==> config.mk <==
export PLATFORM = sky130hd
export DESIGN_NAME = mc_ctrl_unit
export DESIGN_NICKNAME = d
export VERILOG_FILES = /design/src/rtl/mc_pkg.sv /design/src/rtl/mc_decode.sv /design/src/rtl/mc_ctrl_unit.sv
export SDC_FILE = /design/constraint.sdc
export NUM_CORES = 1
export LEC_CHECK = 0
export CAP_MARGIN = 25
export CORE_MARGIN = 2
export CORE_UTILIZATION = 41
export CTS_BUF_LIST = sky130_fd_sc_hd__clkbuf_8
export DETAILED_ROUTE_END_ITERATION = 12
export PLACE_DENSITY = 0.87
export SLEW_MARGIN = 10
export SYNTH_ARGS = -nofsm -noshare
export SYNTH_HDL_FRONTEND = slang
export SYNTH_SLANG_ARGS = --single-unit
==> constraint.sdc <==
create_clock -name clk -period 2.55 [get_ports clk]
set_input_delay 0.255 -clock clk [delete_from_list [all_inputs] [get_ports clk]]
set_output_delay 0.255 -clock clk [all_outputs]
set_load 0.005 [all_outputs]
==> src/rtl/mc_pkg.sv <==
// Shared constants and types for the multi-cycle MIPS control unit.
package mc_pkg;

    localparam int unsigned STATE_W = 3;
    localparam int unsigned OP_W    = 6;
    localparam int unsigned ALUC_W  = 4;
    localparam int unsigned SEL_W   = 2;

    // State encodings are visible on the debug port, so they are fixed.
    localparam logic [STATE_W-1:0] ST_IF  = 3'd0;
    localparam logic [STATE_W-1:0] ST_ID  = 3'd1;
    localparam logic [STATE_W-1:0] ST_EXE = 3'd2;
    localparam logic [STATE_W-1:0] ST_MEM = 3'd3;
    localparam logic [STATE_W-1:0] ST_WB  = 3'd4;

    typedef enum logic [STATE_W-1:0] {
        S_IF  = ST_IF,
        S_ID  = ST_ID,
        S_EXE = ST_EXE,
        S_MEM = ST_MEM,
        S_WB  = ST_WB
    } state_t;

    localparam logic [OP_W-1:0] OP_RTYPE = 6'h00;
    localparam logic [OP_W-1:0] OP_J     = 6'h02;
    localparam logic [OP_W-1:0] OP_JAL   = 6'h03;
    localparam logic [OP_W-1:0] OP_BEQ   = 6'h04;
    localparam logic [OP_W-1:0] OP_BNE   = 6'h05;
    localparam logic [OP_W-1:0] OP_ADDI  = 6'h08;
    localparam logic [OP_W-1:0] OP_ANDI  = 6'h0C;
    localparam logic [OP_W-1:0] OP_ORI   = 6'h0D;
    localparam logic [OP_W-1:0] OP_XORI  = 6'h0E;
    localparam logic [OP_W-1:0] OP_LUI   = 6'h0F;
    localparam logic [OP_W-1:0] OP_LW    = 6'h23;
    localparam logic [OP_W-1:0] OP_SW    = 6'h2B;

    localparam logic [OP_W-1:0] FN_SLL = 6'h00;
    localparam logic [OP_W-1:0] FN_SRL = 6'h02;
    localparam logic [OP_W-1:0] FN_SRA = 6'h03;
    localparam logic [OP_W-1:0] FN_JR  = 6'h08;
    localparam logic [OP_W-1:0] FN_ADD = 6'h20;
    localparam logic [OP_W-1:0] FN_SUB = 6'h22;
    localparam logic [OP_W-1:0] FN_AND = 6'h24;
    localparam logic [OP_W-1:0] FN_OR  = 6'h25;
    localparam logic [OP_W-1:0] FN_XOR = 6'h26;

    // Don't-care top bit of the non-shift codes is tied to 0.
    localparam logic [ALUC_W-1:0] ALUC_ADD = 4'b0000;
    localparam logic [ALUC_W-1:0] ALUC_SUB = 4'b0100;
    localparam logic [ALUC_W-1:0] ALUC_AND = 4'b0001;
    localparam logic [ALUC_W-1:0] ALUC_OR  = 4'b0101;
    localparam logic [ALUC_W-1:0] ALUC_XOR = 4'b0010;
    localparam logic [ALUC_W-1:0] ALUC_LUI = 4'b0110;
    localparam logic [ALUC_W-1:0] ALUC_SLL = 4'b0011;
    localparam logic [ALUC_W-1:0] ALUC_SRL = 4'b0111;
    localparam logic [ALUC_W-1:0] ALUC_SRA = 4'b1111;

    localparam logic [SEL_W-1:0] SRCB_B     = 2'b00;
    localparam logic [SEL_W-1:0] SRCB_INC   = 2'b01;
    localparam logic [SEL_W-1:0] SRCB_IMM   = 2'b10;
    localparam logic [SEL_W-1:0] SRCB_IMMSH = 2'b11;

    localparam logic [SEL_W-1:0] PCSRC_ALU    = 2'b00;
    localparam logic [SEL_W-1:0] PCSRC_ALUOUT = 2'b01;
    localparam logic [SEL_W-1:0] PCSRC_JR     = 2'b10;
    localparam logic [SEL_W-1:0] PCSRC_JUMP   = 2'b11;

    typedef struct packed {
        logic              rtype;
        logic              itype_alu;
        logic              is_lw;
        logic              is_sw;
        logic              is_br;
        logic              is_bne;
        logic              is_j;
        logic              is_jal;
        logic              is_jr;
        logic              is_shift;
        logic              ill;
        logic              imm_sext;
        logic [ALUC_W-1:0] alu_op;
    } dec_t;

endpackage

==> src/rtl/mc_decode.sv <==
// Combinational op/func decoder producing instruction-class flags and ALU op.
module mc_decode
    import mc_pkg::*;
(
    input  logic [5:0] op,
    input  logic [5:0] func,
    output dec_t       dec
);

    always_comb begin
        dec        = '0;
        dec.alu_op = ALUC_ADD;
        case (op)
            OP_RTYPE: begin
                dec.rtype = 1'b1;
                case (func)
                    FN_ADD: dec.alu_op = ALUC_ADD;
                    FN_SUB: dec.alu_op = ALUC_SUB;
                    FN_AND: dec.alu_op = ALUC_AND;
                    FN_OR:  dec.alu_op = ALUC_OR;
                    FN_XOR: dec.alu_op = ALUC_XOR;
                    FN_SLL: begin dec.alu_op = ALUC_SLL; dec.is_shift = 1'b1; end
                    FN_SRL: begin dec.alu_op = ALUC_SRL; dec.is_shift = 1'b1; end
                    FN_SRA: begin dec.alu_op = ALUC_SRA; dec.is_shift = 1'b1; end
                    FN_JR:  begin dec.rtype = 1'b0; dec.is_jr = 1'b1; end
                    default: begin dec.rtype = 1'b0; dec.ill = 1'b1; end
                endcase
            end
            OP_ADDI: begin dec.itype_alu = 1'b1; dec.imm_sext = 1'b1; end
            OP_ANDI: begin dec.itype_alu = 1'b1; dec.alu_op = ALUC_AND; end
            OP_ORI:  begin dec.itype_alu = 1'b1; dec.alu_op = ALUC_OR; end
            OP_XORI: begin dec.itype_alu = 1'b1; dec.alu_op = ALUC_XOR; end
            OP_LUI:  begin dec.itype_alu = 1'b1; dec.alu_op = ALUC_LUI; end
            OP_LW:   begin dec.is_lw = 1'b1; dec.imm_sext = 1'b1; end
            OP_SW:   begin dec.is_sw = 1'b1; dec.imm_sext = 1'b1; end
            OP_BEQ:  dec.is_br = 1'b1;
            OP_BNE:  begin dec.is_br = 1'b1; dec.is_bne = 1'b1; end
            OP_J:    dec.is_j = 1'b1;
            OP_JAL:  dec.is_jal = 1'b1;
            default: dec.ill = 1'b1;
        endcase
    end

endmodule

==> src/rtl/mc_ctrl_unit.sv <==
// Multi-cycle control FSM (IF/ID/EXE/MEM/WB) with Mealy output decode.
// Optional MC_MEM_WAIT_EN adds mem_rdy and stalls IF/MEM until memory is ready.
module mc_ctrl_unit
    import mc_pkg::*;
#(
    parameter logic [1:0] PC_INC_SEL = 2'b01
)(
    input  logic       clk,
    input  logic       clrn,
    input  logic [5:0] op,
    input  logic [5:0] func,
    input  logic       zero,
    output logic       wpc,
    output logic       wir,
    output logic       wmem,
    output logic       wreg,
    output logic       iord,
    output logic       regrt,
    output logic       m2reg,
    output logic [3:0] aluc,
    output logic       shift,
    output logic       alusrca,
    output logic [1:0] alusrcb,
    output logic [1:0] pcsrc,
    output logic       jal,
    output logic       sext,
    output logic [2:0] state,
    output logic       ill
`ifdef MC_MEM_WAIT_EN
    ,
    input  logic       mem_rdy
`endif
);

    state_t state_q;
    state_t state_d;
    dec_t   dec;
    logic   mem_ok;
    logic   pc_en;
    logic   ir_en;
    logic   mem_en;
    logic   reg_en;

`ifdef MC_MEM_WAIT_EN
    assign mem_ok = mem_rdy;
`else
    assign mem_ok = 1'b1;
`endif

    mc_decode u_decode (
        .op   (op),
        .func (func),
        .dec  (dec)
    );

    always_ff @(posedge clk or negedge clrn) begin
        if (!clrn) begin
            state_q <= S_IF;
        end else begin
            state_q <= state_d;
        end
    end

    // Next-state and datapath control, decoded from state and the current IR.
    always_comb begin
        state_d = S_IF;
        pc_en   = 1'b0;
        ir_en   = 1'b0;
        mem_en  = 1'b0;
        reg_en  = 1'b0;
        iord    = 1'b0;
        regrt   = 1'b0;
        m2reg   = 1'b0;
        aluc    = ALUC_ADD;
        shift   = 1'b0;
        alusrca = 1'b0;
        alusrcb = SRCB_B;
        pcsrc   = PCSRC_ALU;
        jal     = 1'b0;
        sext    = 1'b0;
        ill     = 1'b0;
        case (state_q)
            S_IF: begin
                pc_en   = mem_ok;
                ir_en   = mem_ok;
                alusrcb = PC_INC_SEL;
                state_d = mem_ok ? S_ID : S_IF;
            end
            S_ID: begin
                // ALUout takes the branch target while the class is resolved.
                alusrcb = SRCB_IMMSH;
                sext    = 1'b1;
                if (dec.ill) begin
                    ill     = 1'b1;
                    state_d = S_IF;
                end else if (dec.is_j || dec.is_jal) begin
                    pc_en   = 1'b1;
                    pcsrc   = PCSRC_JUMP;
                    reg_en  = dec.is_jal;
                    jal     = dec.is_jal;
                    state_d = S_IF;
                end else if (dec.is_jr) begin
                    pc_en   = 1'b1;
                    pcsrc   = PCSRC_JR;
                    state_d = S_IF;
                end else begin
                    state_d = S_EXE;
                end
            end
            S_EXE: begin
                alusrca = 1'b1;
                if (dec.is_br) begin
                    aluc    = ALUC_SUB;
                    pcsrc   = PCSRC_ALUOUT;
                    pc_en   = dec.is_bne ? ~zero : zero;
                    state_d = S_IF;
                end else if (dec.is_lw || dec.is_sw) begin
                    alusrcb = SRCB_IMM;
                    sext    = dec.imm_sext;
                    state_d = S_MEM;
                end else if (dec.itype_alu) begin
                    alusrcb = SRCB_IMM;
                    sext    = dec.imm_sext;
                    aluc    = dec.alu_op;
                    state_d = S_WB;
                end else begin
                    shift   = dec.is_shift;
                    aluc    = dec.alu_op;
                    state_d = S_WB;
                end
            end
            S_MEM: begin
                iord = 1'b1;
                if (dec.is_sw) begin
                    mem_en  = mem_ok;
                    state_d = mem_ok ? S_IF : S_MEM;
                end else begin
                    state_d = mem_ok ? S_WB : S_MEM;
                end
            end
            S_WB: begin
                reg_en  = 1'b1;
                regrt   = ~dec.rtype;
                m2reg   = dec.is_lw;
                state_d = S_IF;
            end
            default: state_d = S_IF;
        endcase
    end

    // Architectural enables are suppressed for as long as reset is held.
    assign wpc   = pc_en & clrn;
    assign wir   = ir_en & clrn;
    assign wmem  = mem_en & clrn;
    assign wreg  = reg_en & clrn;
    assign state = state_q;

endmodule

==> results of run 1 <==
==> per-stage QoR <==
stage | utilization (%) | cell area, um2 | setup TNS, ps | setup WS (ps)
after global placement | 75.09 | 1105 | -274.8 | -89.60
after floorplan | - | 628.1 | 0 | 756.6
final | 82.23 | 1210 | 0 | 62.93
after detailed placement | 75.09 | 1105 | -552.2 | -121.8
after global routing | 82.23 | 1210 | -17.65 | -10.75
after CTS | 79.76 | 1174 | 0 | 12.57
==> timing repair <==
item | 4_1_cts | 5_1_grt
hold buffers | 0 | 0
pin swaps | 1 | 3
gates resized for setup | 6 | 11
setup endpoints to repair | 9 | 9
buffers inserted | 0 | 0
==> worst max-delay path by stage <==
| stage | cells past startpoint | to | slack, ps | startpoint |
|---|---|---|---|---|
| 2_1_floorplan | 5 | wpc | 760 | func[2] |
| 3_3_place_gp | 6 | wpc | -90 | func[2] |
| 3_5_place_dp | 6 | ill | -120 | op[3] |
| 4_1_cts | 6 | ill | 10 | func[1] |
| 5_1_grt | 6 | pcsrc[1] | -10 | func[2] |
| 6_report | 6 | pcsrc[1] | 60 | func[2] |
==> final cells by class <==
class                   instances  area, um2
clock buffers                   3      41.29
inverters                       5      18.77
clock inverters                 1      3.754
multi-input cells              84      555.5
fillers                        86      261.5
repair buffers                 52      495.5
well taps                      16      20.02
flip-flops and latches          3      75.07
==> critical path, delay by kind of cell <==
kind	cells	cell delay, ps
AO/OA/AOI/OAI	1	220
AND/OR/NAND/NOR	3	850
buffers and inverters	2	920
==> power by group through the flow <==
stage	Clock (mW)	Combinational [mW]	Sequential, mW
finish	0.140	0.374	0.0829
global route	0.146	0.400	0.0848
floorplan	0	0.135	0.0872
CTS	0.143	0.363	0.0789
global placement	0	0.351	0.0780
detailed placement	0	0.358	0.0788
==> logic make-up (layout without fill, tap and decap cells) <==
family                 count (synthesis)  in the layout  share of synthesized area [%]
AO/OA/AOI/OAI                         25             25                          28.29
XOR/XNOR                               1              1                          1.395
buffers and inverters                 10             61                          7.171
AND/OR/NAND/NOR                       58             58                          51.20
flip-flops                             3              3                          11.95
==> synthesized netlist by cell type (all sizes together) <==
cell type / number / area [um2]
a211oi: 2 / 15.01
a21boi: 2 / 15.01
a21o: 1 / 7.510
a21oi: 4 / 20.02
a221oi: 1 / 15.01
a31oi: 3 / 18.77
a32o: 1 / 10.01
and2: 1 / 6.260
and3: 1 / 6.260
and4: 1 / 8.760
buf: 1 / 11.26
clkbuf: 4 / 15.01
dfrtp: 3 / 75.07
inv: 5 / 18.77
nand2: 13 / 48.80
nand2b: 5 / 31.28
nand3: 4 / 20.02
nand3b: 2 / 15.01
nor2: 8 / 30.03
nor2b: 6 / 37.54
nor3: 6 / 30.03
nor3b: 2 / 15.01
nor4: 4 / 31.28
o21a: 1 / 7.510
o21ai: 3 / 15.01
o21bai: 1 / 7.510
o22ai: 3 / 18.77
o311a: 1 / 10.01
o311ai: 1 / 8.760
o32ai: 1 / 8.760
or2: 1 / 6.260
or3: 1 / 6.260
or4: 2 / 18.77
or4b: 1 / 10.01
xnor2: 1 / 8.760
==> routing by layer <==
| metal | wire, um | GRT usage (%) |
|---|---|---|
| met1 | 1112 | 36.25 |
| met2 | 1420 | 50.15 |
| met3 | 216 | 5.532 |
| met4 | 34 | 6.061 |
| met5 | 0 | 0 |
==> impl_metrics.env, run 1 <==
export IMPL_placementRows=14
export IMPL_leakage_nw=0.5043
export IMPL_status="finished, final reports clean"
export IMPL_start_util_pct=42.69
export IMPL_grt_pass1_wl_mm=4.160
export IMPL_clkLatencyLatePin_ps=220
export IMPL_dp_cells=160
export IMPL_clockBufferDepth=2
export IMPL_final_max_slew_viol_count=0
export IMPL_yosysSeqAreaShare_pct=11.95
export IMPL_reg2regPathDepth=4
export IMPL_worst_ep_required_time_ps=2300
export IMPL_via_count=1022
export IMPL_ys_types=38
export IMPL_syn_to_final_growth_pct=92.63
export IMPL_critPathLaunchType="input port"
export IMPL_timing_hold_ws_ps=265.9
export IMPL_portBuffers=37
export IMPL_path_common_cell="clkdlybuf4s50_1"
export IMPL_layout_nets=164
export IMPL_final_cells=164
export IMPL_final_common_cell="clkdlybuf4s50_1"
export IMPL_avgSynthCellArea_um2=6.475
export IMPL_path_cells="clkdlybuf4s50_1, or2_1, or4_4, o21a_1, nor2_1, clkdlybuf4s50_1"
export IMPL_path_class="input port to output port"
export IMPL_grt_antenna_before_repair=0
export IMPL_power_density_nw_per_um2=493.9
export IMPL_drive_above_1_share_pct=19.59
export IMPL_relSlewSlack_pct=77.47
export IMPL_cts_sinks=3
export IMPL_wl_per_cell_um=16.98
export IMPL_crit_fanout=2
export IMPL_endpoint_kind="output port"
export IMPL_grt_use_total_pct=28.77
export IMPL_p_clk_share_pct=23.5
export IMPL_r2r_setup_slack_ps=1110
export IMPL_die_w_um=43.14
export IMPL_p_total_uw=597.6
export IMPL_skew_ps=2.053
export IMPL_hold_violations=0
export IMPL_clk_pin_slew_ps=40
export IMPL_dieArea_um2=1861
export IMPL_cap_violations=0
export IMPL_drt_total_wl_mm=2.784
export IMPL_power_frac_comb_pct=62.7
export IMPL_first_pass_iters=4
export IMPL_grt_pass1_vias=921
export IMPL_cts_tree="done"
export IMPL_worst_slew_pin_slew_ps=337.3
export IMPL_io_pins=38
export IMPL_core_um2=1471
export IMPL_grt_overflow=0
export IMPL_htree_levels=1
export IMPL_period_needed_ps=2487
export IMPL_timing_rr_start="state[0]"
export IMPL_switching_share_pct=38.20
export IMPL_power_switching_uw=228.3
export IMPL_synth_ff_latch_count=3
export IMPL_r2r_end="state[1]"
export IMPL_antenna_left=0
export IMPL_grt_max_degree=10
export IMPL_numCtsBuffers=3
export IMPL_max_freq_mhz=402.1
export IMPL_syn_inst=97
export IMPL_power_internal_uw=369.3
export IMPL_period_share_pct=97.53
export IMPL_most_common_layout_cells="29 x clkdlybuf4s50_1, 15 x buf_4, 12 x nand2_1"
export IMPL_cpPeakStageDelay_ps=510
export IMPL_power_frac_seq_pct=13.9
export IMPL_drc=0
export IMPL_synth_cell_area_um2=628.1
export IMPL_cp_slowest_cell="clkdlybuf4s50_1"
export IMPL_clock_root_buffer="clkbuf_8"
export IMPL_drt_iter0_drc=48
export IMPL_arrival_ps=2230
export IMPL_syn_num_nets=112
export IMPL_dp_hpwl_mm=1.841
export IMPL_yosysWarnings=0
export IMPL_routabilityCongestion=0.8536
export IMPL_via_per_inst=6.232
export IMPL_n_antenna_cell=0
export IMPL_largest_reg_flops=3
export IMPL_vdd_ir_drop_max_uv=412.0
export IMPL_setup_viol=0
export IMPL_worstHoldPathType="input port to asynchronous set/reset pin"
export IMPL_chipHeight_um=43.14
(Power assumes the default switching activity.)
==> inputs of run 2 (changes only) <==
--- a/config.mk
+++ b/config.mk
@@ -5,7 +5,6 @@
 export SDC_FILE = /design/constraint.sdc
 export NUM_CORES = 1
 export LEC_CHECK = 0
-export CAP_MARGIN = 25
 export CORE_MARGIN = 2
 export CORE_UTILIZATION = 41
 export CTS_BUF_LIST = sky130_fd_sc_hd__clkbuf_8
==> results of run 2 <==
The final DEF is identical to that of run 1; final timing and power are the same.
==> inputs of run 3 (changes only) <==
--- a/config.mk
+++ b/config.mk
@@ -6,10 +6,10 @@
 export NUM_CORES = 1
 export LEC_CHECK = 0
 export CORE_MARGIN = 2
-export CORE_UTILIZATION = 41
+export CORE_UTILIZATION = 45
 export CTS_BUF_LIST = sky130_fd_sc_hd__clkbuf_8
 export DETAILED_ROUTE_END_ITERATION = 12
-export PLACE_DENSITY = 0.87
+export DONT_BUFFER_PORTS = 1
 export SLEW_MARGIN = 10
 export SYNTH_ARGS = -nofsm -noshare
 export SYNTH_HDL_FRONTEND = slang
==> run 3 against run 2 <==
Worst setup slack better by 430 ps. Sequential share of layout area is 4.9 points higher. Total power is 36% lower. Die area is 8.1% lower. Register-to-register slack better by 20 ps. Clock power decreased by 4%. First-iteration DRC count fell by 56%. Via count down 30%. Critical endpoint is now wpc. Largest cell class unchanged.
==> impl_metrics.env, run 3 (same netlist as run 1, synthesis figures left out) <==
export IMPL_routabilityCongestion=0.7511
export IMPL_pre_cts_ws_ps=729.4
export IMPL_drc=0
export IMPL_cts_tree="done"
export IMPL_clk_pin_slew_ps=30
export IMPL_grt_pass1_vias=609
export IMPL_dieArea_um2=1711
export IMPL_largest_reg_flops=3
export IMPL_portBuffers=0
export IMPL_leakage_nw=0.2290
export IMPL_hold_buffers=1
export IMPL_worstHoldPathType="input port to register"
export IMPL_reg2regPathDepth=3
export IMPL_layout_nets=113
export IMPL_n_antenna_cell=0
export IMPL_cap_violations=0
export IMPL_via_count=714
export IMPL_io_pins=38
export IMPL_status="finished, final reports clean"
export IMPL_post_cts_buffers=0
export IMPL_cts_sinks=3
export IMPL_cpPeakStageDelay_ps=550
export IMPL_clock_root_buffer="clkbuf_8"
export IMPL_numCtsBuffers=3
export IMPL_clockBufferDepth=2
export IMPL_vdd_ir_drop_max_uv=518.0
export IMPL_drt_iter0_drc=21
export IMPL_crit_fanout=8
export IMPL_cts_resized_gates=0
export IMPL_antenna_left=0
export IMPL_endpoint_kind="output port"
export IMPL_most_common_layout_cells="13 x nand2_1, 8 x nor2_1, 6 x inv_1, 6 x nor3_1, 6 x nor2b_1"
export IMPL_max_freq_mhz=486.6
export IMPL_clkLatencyLatePin_ps=220
export IMPL_chipHeight_um=41.36
export IMPL_path_cells="nor2_1, nand2_1, or4_1, a221oi_2"
export IMPL_grt_antenna_before_repair=0
export IMPL_core_um2=1301
export IMPL_start_util_pct=48.27
export IMPL_grt_overflow=0
export IMPL_grt_max_degree=11
export IMPL_first_pass_iters=4
export IMPL_via_per_inst=6.375
export IMPL_dp_hpwl_mm=1.348
export IMPL_tns_ps=0
export IMPL_htree_levels=1
export IMPL_syn_to_final_growth_pct=7.570
export IMPL_worst_slew_pin_slew_ps=445.5
export IMPL_r2r_end="state[1]"
export IMPL_grt_use_total_pct=23.17
export IMPL_timing_critical_path_from="state[0]"
export IMPL_worst_slack_ps=494.9
export IMPL_relSlewSlack_pct=70.07
export IMPL_setup_viol=0
export IMPL_final_common_cell="nand2_1"
export IMPL_path_class="register to output port"
export IMPL_period_share_pct=80.59
export IMPL_hold_violations=0
export IMPL_die_w_um=41.36
export IMPL_cp_slowest_cell="or4_1"
export IMPL_p_total_uw=382.8
export IMPL_grt_pass1_wl_mm=2.573
export IMPL_skew_ps=4.897
export IMPL_drive_above_1_share_pct=6.186
export IMPL_drt_total_wl_mm=1.737
export IMPL_worst_ep_required_time_ps=2300
export IMPL_timing_rr_start="state[0]"
export IMPL_rsz0062_at_grt="no"
export IMPL_final_max_slew_viol_count=0
export IMPL_hp_start="op[3]"
export IMPL_placementRows=13
export IMPL_whs_endpoint="state[2]"
export IMPL_arrival_ps=1800
export IMPL_r2r_setup_slack_ps=1130
export IMPL_wl_per_cell_um=15.51
export IMPL_holdPathStages=1
export IMPL_period_needed_ps=2055
export IMPL_critPathLaunchType="register"
export IMPL_power_density_nw_per_um2=566.6
run 3: routing by layer:
layer  GRT usage, %  routed length [um]  up-vias  part of all wire (%)
met5              0                   0        -                     0
met4          4.839                  10        0                  0.58
met2          33.98                 766       30                    44
met1          30.97                 808      320                    47
li1               -                   -      362                     -
met3          10.64                 151        2                   8.7
run 3: area by class of cell:
type	instances	area, um2
well taps	15	18.77
clock buffers	3	41.29
multi-input cells	84	508.0
flip-flops and latches	3	75.07
repair buffers	1	10.01
fillers	145	625.6
inverters	5	18.77
clock inverters	1	3.754
run 3: worst max-delay path: cells and delay by family, from the launching register on:
kind            cells  cell delay (ps)
compound gates      1              260
flops               1              460
simple gates        3              850
run 3: power by group:
part           switching, mW  internal [mW]  leakage [nW]
registers             0.0329         0.0623        0.0392
logic                 0.0919         0.0611         0.163
clock network         0.0323          0.102        0.0269
total                  0.157          0.226         0.229
run 3: through the flow:
step	instance area (um2)	instances	utilization [%]	hold WS, ps
floorplan	628.1	97	-	-40.59
global placement	620.6	107	47.69	-40.50
detailed placement	620.6	107	47.69	-40.49
CTS	675.6	112	51.92	124.0
global route	675.6	112	51.92	126.0
finish	675.6	112	51.92	125.8
run 3: how the worst max path moves through the flow:
stage / end / slack (ps) / cells past startpoint
after floorplan: wpc / 760 / 5
after global placement: wpc / 750 / 4
after detailed placement: wpc / 730 / 4
after CTS: wpc / 490 / 4
after global routing: wpc / 410 / 4
final: wpc / 490 / 4
